### config.mk
export PLATFORM = sky130hd
export DESIGN_NAME = shift_result_display
export DESIGN_NICKNAME = d
export VERILOG_FILES = /design/src/rtl/shift_result_display.sv
export SDC_FILE = /design/constraint.sdc
export NUM_CORES = 1
export LEC_CHECK = 0
export ABC_AREA = 1
export BUFFER_PORTS_ARGS = -buffer_cell sky130_fd_sc_hd__buf_2
export CAP_MARGIN = 20
export CELL_PAD_IN_SITES_DETAIL_PLACEMENT = 1
export CELL_PAD_IN_SITES_GLOBAL_PLACEMENT = 2
export CORE_UTILIZATION = 33
export DETAILED_ROUTE_END_ITERATION = 7
export PLACE_DENSITY = 0.86
export SETUP_SLACK_MARGIN = 0.4
export SLEW_MARGIN = 20
export SYNTH_ARGS = -nofsm -noshare
export SYNTH_HDL_FRONTEND = slang
export SYNTH_SLANG_ARGS = --single-unit
### constraint.sdc
create_clock -name clk -period 1.99 [get_ports clk]
set_input_delay 0.199 -clock clk [delete_from_list [all_inputs] [get_ports clk]]
set_output_delay 0.199 -clock clk [all_outputs]
set_load 0.02 [all_outputs]
### src/rtl/shift_result_display.sv
// Hex display scanner for a shifter result: captures one value per frame and multiplexes its digits.
// Optional build macro BLANK_LEADING_ZEROS_EN suppresses digits above the most significant nonzero nibble.
//
// state | meaning
// BLANK | display dark, always ready to capture
// SCAN  | digits multiplexed; new capture accepted only at the frame boundary
module shift_result_display #(
  parameter int N           = 8,
  parameter int REFRESH_DIV = 50000
) (
  input  logic                 clk,
  input  logic                 rst_n,
  input  logic [N-1:0]         result,
  input  logic                 result_valid,
  output logic                 result_ready,
  input  logic                 clear,
  output logic [6:0]           seg,
  output logic [(N+3)/4-1:0]   an
);

  localparam int D  = (N + 3) / 4;
  localparam int W  = 4 * D;
  localparam int DW = $clog2(REFRESH_DIV);
  localparam int IW = (D > 1) ? $clog2(D) : 1;
  localparam logic [DW-1:0] DIV_TC   = DW'(REFRESH_DIV - 1);
  localparam logic [IW-1:0] IDX_LAST = IW'(D - 1);

  typedef enum logic {BLANK, SCAN} state_t;

  state_t         state_q, state_d;
  logic [DW-1:0]  div_q, div_d;
  logic [IW-1:0]  idx_q, idx_d;
  logic [N-1:0]   disp_q, disp_d;
  logic           tick, frame_end;

  assign tick      = (state_q == SCAN) && (div_q == DIV_TC);
  assign frame_end = tick && (idx_q == IDX_LAST);

  always_ff @(posedge clk or negedge rst_n) begin
    if (!rst_n) begin
      state_q <= BLANK;
      div_q   <= '0;
      idx_q   <= '0;
      disp_q  <= '0;
    end else begin
      state_q <= state_d;
      div_q   <= div_d;
      idx_q   <= idx_d;
      disp_q  <= disp_d;
    end
  end

  always_comb begin
    state_d      = state_q;
    div_d        = div_q;
    idx_d        = idx_q;
    disp_d       = disp_q;
    result_ready = 1'b0;
    case (state_q)
      BLANK: begin
        result_ready = 1'b1;
        div_d        = '0;
        idx_d        = '0;
        if (result_valid) begin
          disp_d  = result;
          state_d = SCAN;
        end
      end
      SCAN: begin
        result_ready = frame_end;
        div_d        = tick ? '0 : div_q + 1'b1;
        if (tick)
          idx_d = (idx_q == IDX_LAST) ? '0 : idx_q + 1'b1;
        // the index wraps to 0 on the same edge, so a new value starts at digit 0
        if (frame_end && result_valid)
          disp_d = result;
      end
      default: state_d = BLANK;
    endcase
    if (clear) begin
      state_d = BLANK;
      disp_d  = '0;
      div_d   = '0;
      idx_d   = '0;
    end
  end

  logic [W-1:0]  disp_ext;
  logic [3:0]    nibble;
  logic          shown;
  logic [IW-1:0] msd;

  assign disp_ext = W'(disp_q);

  always_comb begin
    nibble = 4'h0;
    msd    = '0;
    for (int i = 0; i < D; i++) begin
      if (idx_q == IW'(i))
        nibble = disp_ext[4*i +: 4];
      if (disp_ext[4*i +: 4] != 4'h0)
        msd = IW'(i);
    end
`ifdef BLANK_LEADING_ZEROS_EN
    shown = (idx_q <= msd);
`else
    shown = 1'b1;
`endif
  end

  always_comb begin
    seg = 7'h7F;
    an  = '1;
    if (state_q == SCAN && shown) begin
      for (int i = 0; i < D; i++)
        an[i] = (idx_q != IW'(i));
      case (nibble)
        4'h0: seg = 7'h40;
        4'h1: seg = 7'h79;
        4'h2: seg = 7'h24;
        4'h3: seg = 7'h30;
        4'h4: seg = 7'h19;
        4'h5: seg = 7'h12;
        4'h6: seg = 7'h02;
        4'h7: seg = 7'h78;
        4'h8: seg = 7'h00;
        4'h9: seg = 7'h10;
        4'hA: seg = 7'h08;
        4'hB: seg = 7'h03;
        4'hC: seg = 7'h46;
        4'hD: seg = 7'h21;
        4'hE: seg = 7'h06;
        default: seg = 7'h0E;
      endcase
    end
  end

endmodule
### Word-level counts from Yosys, hierarchy flattened

Memories as Yosys holds them, arrays and structs flattened.
Cells that the tools add are included.
W data, S select, Z words.

| word-level totals | value |
|---|---|
| register bits after elaboration | 26 |
| ROM bits | 112 |
| bits of input ports | 12 |
| output and inout bits | 10 |
| memories | 1 |

Memories:

| memory | words | bits a word | rd ports | clocked after Yosys merged registers in | write ports | line | RTL |
|---|---|---|---|---|---|---|---|
| (no name shown) | 16 | 7 | 1 | 0 | 0 | 117 | `case (nibble)` |

| cells by class | value |
|---|---|
| add/subtract/negate cells | 2 |
| eq/ne operators | 4 |
| multiplexer cells | 18 |
| bitwise logic cells | 2 |
| reduce and logical (&&, ||, !) cells | 4 |

Operators by type and width:

| cell | count |
|---|---|
| $mux W16 | 2 |
| $pmux W16 S2 | 1 |
| $mux W8 | 3 |
| $add A16 B1 Y16 const B | 1 |
| $eq A16 B16 Y1 const B | 1 |
| $pmux W8 S2 | 1 |
| $mux W7 | 1 |
| $mux W1 | 6 |
| $ne A3 B2 Y1 const B | 2 |
| $mux W4 | 1 |
| $pmux W1 S2 | 2 |
| $logic_and A1 B1 Y1 | 3 |
| $ne A3 B3 Y1 const B | 1 |
| $mux W2 | 1 |
| $not A1 Y1 | 2 |
| $reduce_and A2 Y1 | 1 |
| $add A1 B1 Y1 const B | 1 |

### Depth between registers and ports, before layout

| logic depth | value |
|---|---|
| depth in word-level cells | 7 |
| gate-level depth with buffers | 10 |
| depth with buffers taken out | 9 |

### Least setup slack after synthesis

OpenSTA, ideal clock, no wires.

| timing | value |
|---|---|
| path type | reg2out |
| start point | register idx_q |
| end point | output seg[2] |
| arrival | 1.865 ns |
| data required time | 1.791 ns |
| setup slack | -0.074 ns |
| cell stages (with the launch flop) | 8 |
| path through | dfrtp_1 -> buf_4 -> inv_2 -> or2_0 -> o21ai_1 -> inv_1 -> ha_1 -> o311ai_1 |

| on the way | value |
|---|---|
| word-level cells in the longest chain between the ends | 3 |

RTL lines:

| what | line | RTL |
|---|---|---|
| start: declaration | 32 | `logic [IW-1:0] idx_q, idx_d;` |
| start signal: assignment | 48 | `idx_q <= idx_d;` |
| $mux W4 | 99 | `if (idx_q == IW'(i))` |
| $mem_v2 Z16 W7 | -- |  |
| $mux W7 | 114 | `if (state_q == SCAN && shown) begin` |
| end: declaration | 17 | `output logic [6:0] seg,` |

Every way passes these cells.

### Final worst setup path

| timing | value |
|---|---|
| start point | register idx_q |
| end point | output seg[0] |

The elaborated chain is that of the path after synthesis.

==> flow_summary.yaml <==
critical_path:
  max_stage_delay_ns: 0.41
  cp-end-kind: "output pin"
  cp_cell_sequence: "buf_4 > o21a_4 > inv_4 > ha_4 > nand2_1 > nor2_2 > a21oi_2 > nand3_2 > buf_4"
  critPathSlowestCell: "dfrtp_1"
  arrival_ns: 1.81
  critPathKind: "flop to output pin"
  start_kind: "flop"
  required_ns: 1.79
  cp_max_fo: 6
  cp_common_cell: "buf_4"
route:
  wire_per_inst_um: 14.1
  drc: 2
  routed_via_density: 5.04
  vias: 1557
  drtAntennaViolNets: 0
  routed_wl_mm: 4.35
  dr.pass1.iters: 6
  drt_iter0_markers: 48
layout:
  stdcell_area_um2: 2250
  drive_gt1_frac: 0.416
  area_delta_synth_final_pct: 40.1
  fin_util: 0.480
  layout.nets: 276
  diodes: 0
synthesis:
  synth_area_um2: 1610
  ys_ff_latch: 26
  yosys_warnings: 0
  netlist.top_cell.by_area: "dfrtp_1"
  yosysTopAreaCellShare: 0.405
  ys_seq_area_frac: 0.405
  synth_nets: 230
  synth_cells: 211
  synth_area_per_cell_um2: 7.62
  ys_top_cells_by_area: "dfrtp_1, nand2_1, nand3_1"
  synthDistinctLibCells: 32
sta:
  setup_viol_count_final: 2
  rsz0062_at_grt: "true"
  fin_ws_ns: -0.0176
  drv_slew: 0
  worst-slew-pin-transition_ns: 0.743
  max_freq_mhz: 498
  post-route-period-util: 1.01
  slew_headroom: 0.503
  finClkSkew_ns: 0.00144
  tns_ns: -0.0179
  hold_viol: 0
  fin_crit_ns: 2.01
die:
  rows: 25
  ios: 22
  core_area_um2: 4690
  start_util: 0.343
  die-area_um2: 5160
  die_x_um: 71.8
  die_y_um: 71.8
placement:
  dp_slack_ns: 0.121
  dp_hpwl_mm: 2.84
  port_buffers: 21
  placed_cell_area_um2: 1860
  gp_congestion: 0.754
min_path:
  hold_class: "input pin to flop"
clock_tree:
  clock-root-buffer: "clkbuf_8"
  insertion_delay_ns: 0.27
  clock_path_buffers: 2
  cts_tree: "yes"
  cts_max_level: 1
  cts.sinks: 26
  cts-buffers-inserted: 3
  clkTransAtPathRegs_ns: 0.09
power_and_ir_drop:
  power_density_nw_per_um2: 529
  irDropWorstVdd_mv: 0.286
  leakage_nw: 1.04
global_routing:
  grt_remaining_overflow: 0
  antenna_found_initial: 0
  grt_pass1_wl_mm: 6.98
  grt_pass1_vias: 1489
  grt_util_all_layers: 0.174
  grt_max_degree: 27
run_status:
  violations: "design-rule violations, negative setup slack"
  outcome: "finished with violations"
run:
  timing.max_cap.violations: 0
==> final timing paths <==
path	slack (ns)	depth (start not counted)	startpoint	to
max in group asynchronous	1.06	2	rst_n	div_q[7]$_DFF_PN0_
worst max-delay path	-0.02	9	idx_q$_DFFE_PN0P_	seg[0]
worst min register to register	0.49	1	div_q[15]$_DFF_PN0_	div_q[15]$_DFF_PN0_
min in group asynchronous	0.48	2	rst_n	div_q[12]$_DFF_PN0_
worst max register to register	0.46	9	div_q[0]$_DFF_PN0_	disp_ext[5]$_DFFE_PN0P_
worst min-delay path	0.13	2	clear	state_q$_DFF_PN0_
==> report_power, final <==
group          leakage (nW)  internal (W)  total (W)  switching (W)
Combinational         0.663      0.000144   0.000340       0.000195
Sequential            0.355      0.000541   0.000554      0.0000129
Clock                0.0216      0.000136   0.000297       0.000161
==> per-stage QoR <==
stage                     hold slack (ns)  total power (W)  cells
final                               0.132          0.00119    309
after global routing                0.140          0.00127    309
after CTS                           0.130          0.00117    304
after detailed placement            0.259         0.000818    287
after global placement              0.257         0.000815    287
after floorplan                   -0.0966         0.000734    211
==> cells in the mapped netlist, drive strengths merged <==
cell	number
ha	7
nand3	31
inv	26
o21ai	15
nor3	3
o211ai	1
buf	4
o21bai	1
nand2	48
nor2	27
nand4	1
clkinv	2
o311ai	1
o21a	1
dfrtp	26
a21oi	12
xor2	1
or2	3
o211a	1
==> metal layers <==
layer / vias to the layer above / track usage / part of all wire
met5: - / 0 / 0
met4: 0 / 0.0675 / 0.024
met3: 9 / 0.0267 / 0.021
met2: 25 / 0.281 / 0.49
met1: 750 / 0.234 / 0.47
li1: 773 / - / -
==> flip-flops by register name, indices dropped and copies added, names as in the netlist <==
register	cells
disp_ext	8
div_q	16
idx_q	1
state_q	1
==> cells by family (layout without fill, tap and decap cells) <==
kind of cell             after synthesis  in the layout  share of synthesized area
AO/OA/AOI/OAI                         32             32                      0.119
XOR/XNOR                               1              1                    0.00545
adder cells (fa/ha/maj)                7              7                     0.0545
buffers and inverters                 32             76                     0.0848
flip-flops                            26             26                      0.405
AND/OR/NAND/NOR                      113            113                      0.332
==> critical path, delay by kind of cell (launching register included) <==
kind	cells	cell delay (ns)
AOI/OAI and AO/OA	2	0.30
adders and majority gates	1	0.16
buffers and inverters	3	0.39
DFF	1	0.41
and+or+nand+nor	3	0.28
==> cell usage in the layout, fill, tap and decap left out, types with 2 or more instances in the layout <==
| cell type | count |
|---|---|
| ha_1 | 2 |
| ha_2 | 3 |
| nand3_1 | 14 |
| o21ai_1 | 7 |
| o21ai_2 | 3 |
| nor3_1 | 2 |
| nor2_2 | 2 |
| buf_4 | 24 |
| nand3_4 | 2 |
| nand3_2 | 15 |
| nand2_1 | 37 |
| inv_2 | 4 |
| buf_6 | 5 |
| nor2_4 | 3 |
| a21oi_1 | 10 |
| a21oi_2 | 2 |
| inv_1 | 18 |
| buf_2 | 14 |
| o21ai_0 | 4 |
| inv_4 | 3 |
| dfrtp_1 | 25 |
| clkbuf_8 | 3 |
| nand2_2 | 9 |
| nor2_1 | 22 |
| or2_1 | 2 |
| ha_4 | 2 |
==> final cells by class <==
cell class	instances	area [um2]
fillers	571	2440
multi-input cells	153	1040
flip-flops and latches	26	652
repair buffers	45	337
inverters	28	119
well taps	54	67.6
clock buffers	3	41.3
==> what timing repair did <==
action	CTS	global route
pin swaps	9	9
resized for setup	29	28
setup endpoints to repair	16	26
endpoints found under the hold margin	26	0
hold buffers	1	0
setup buffers	13	5
Power figures use the tool's default switching activity.
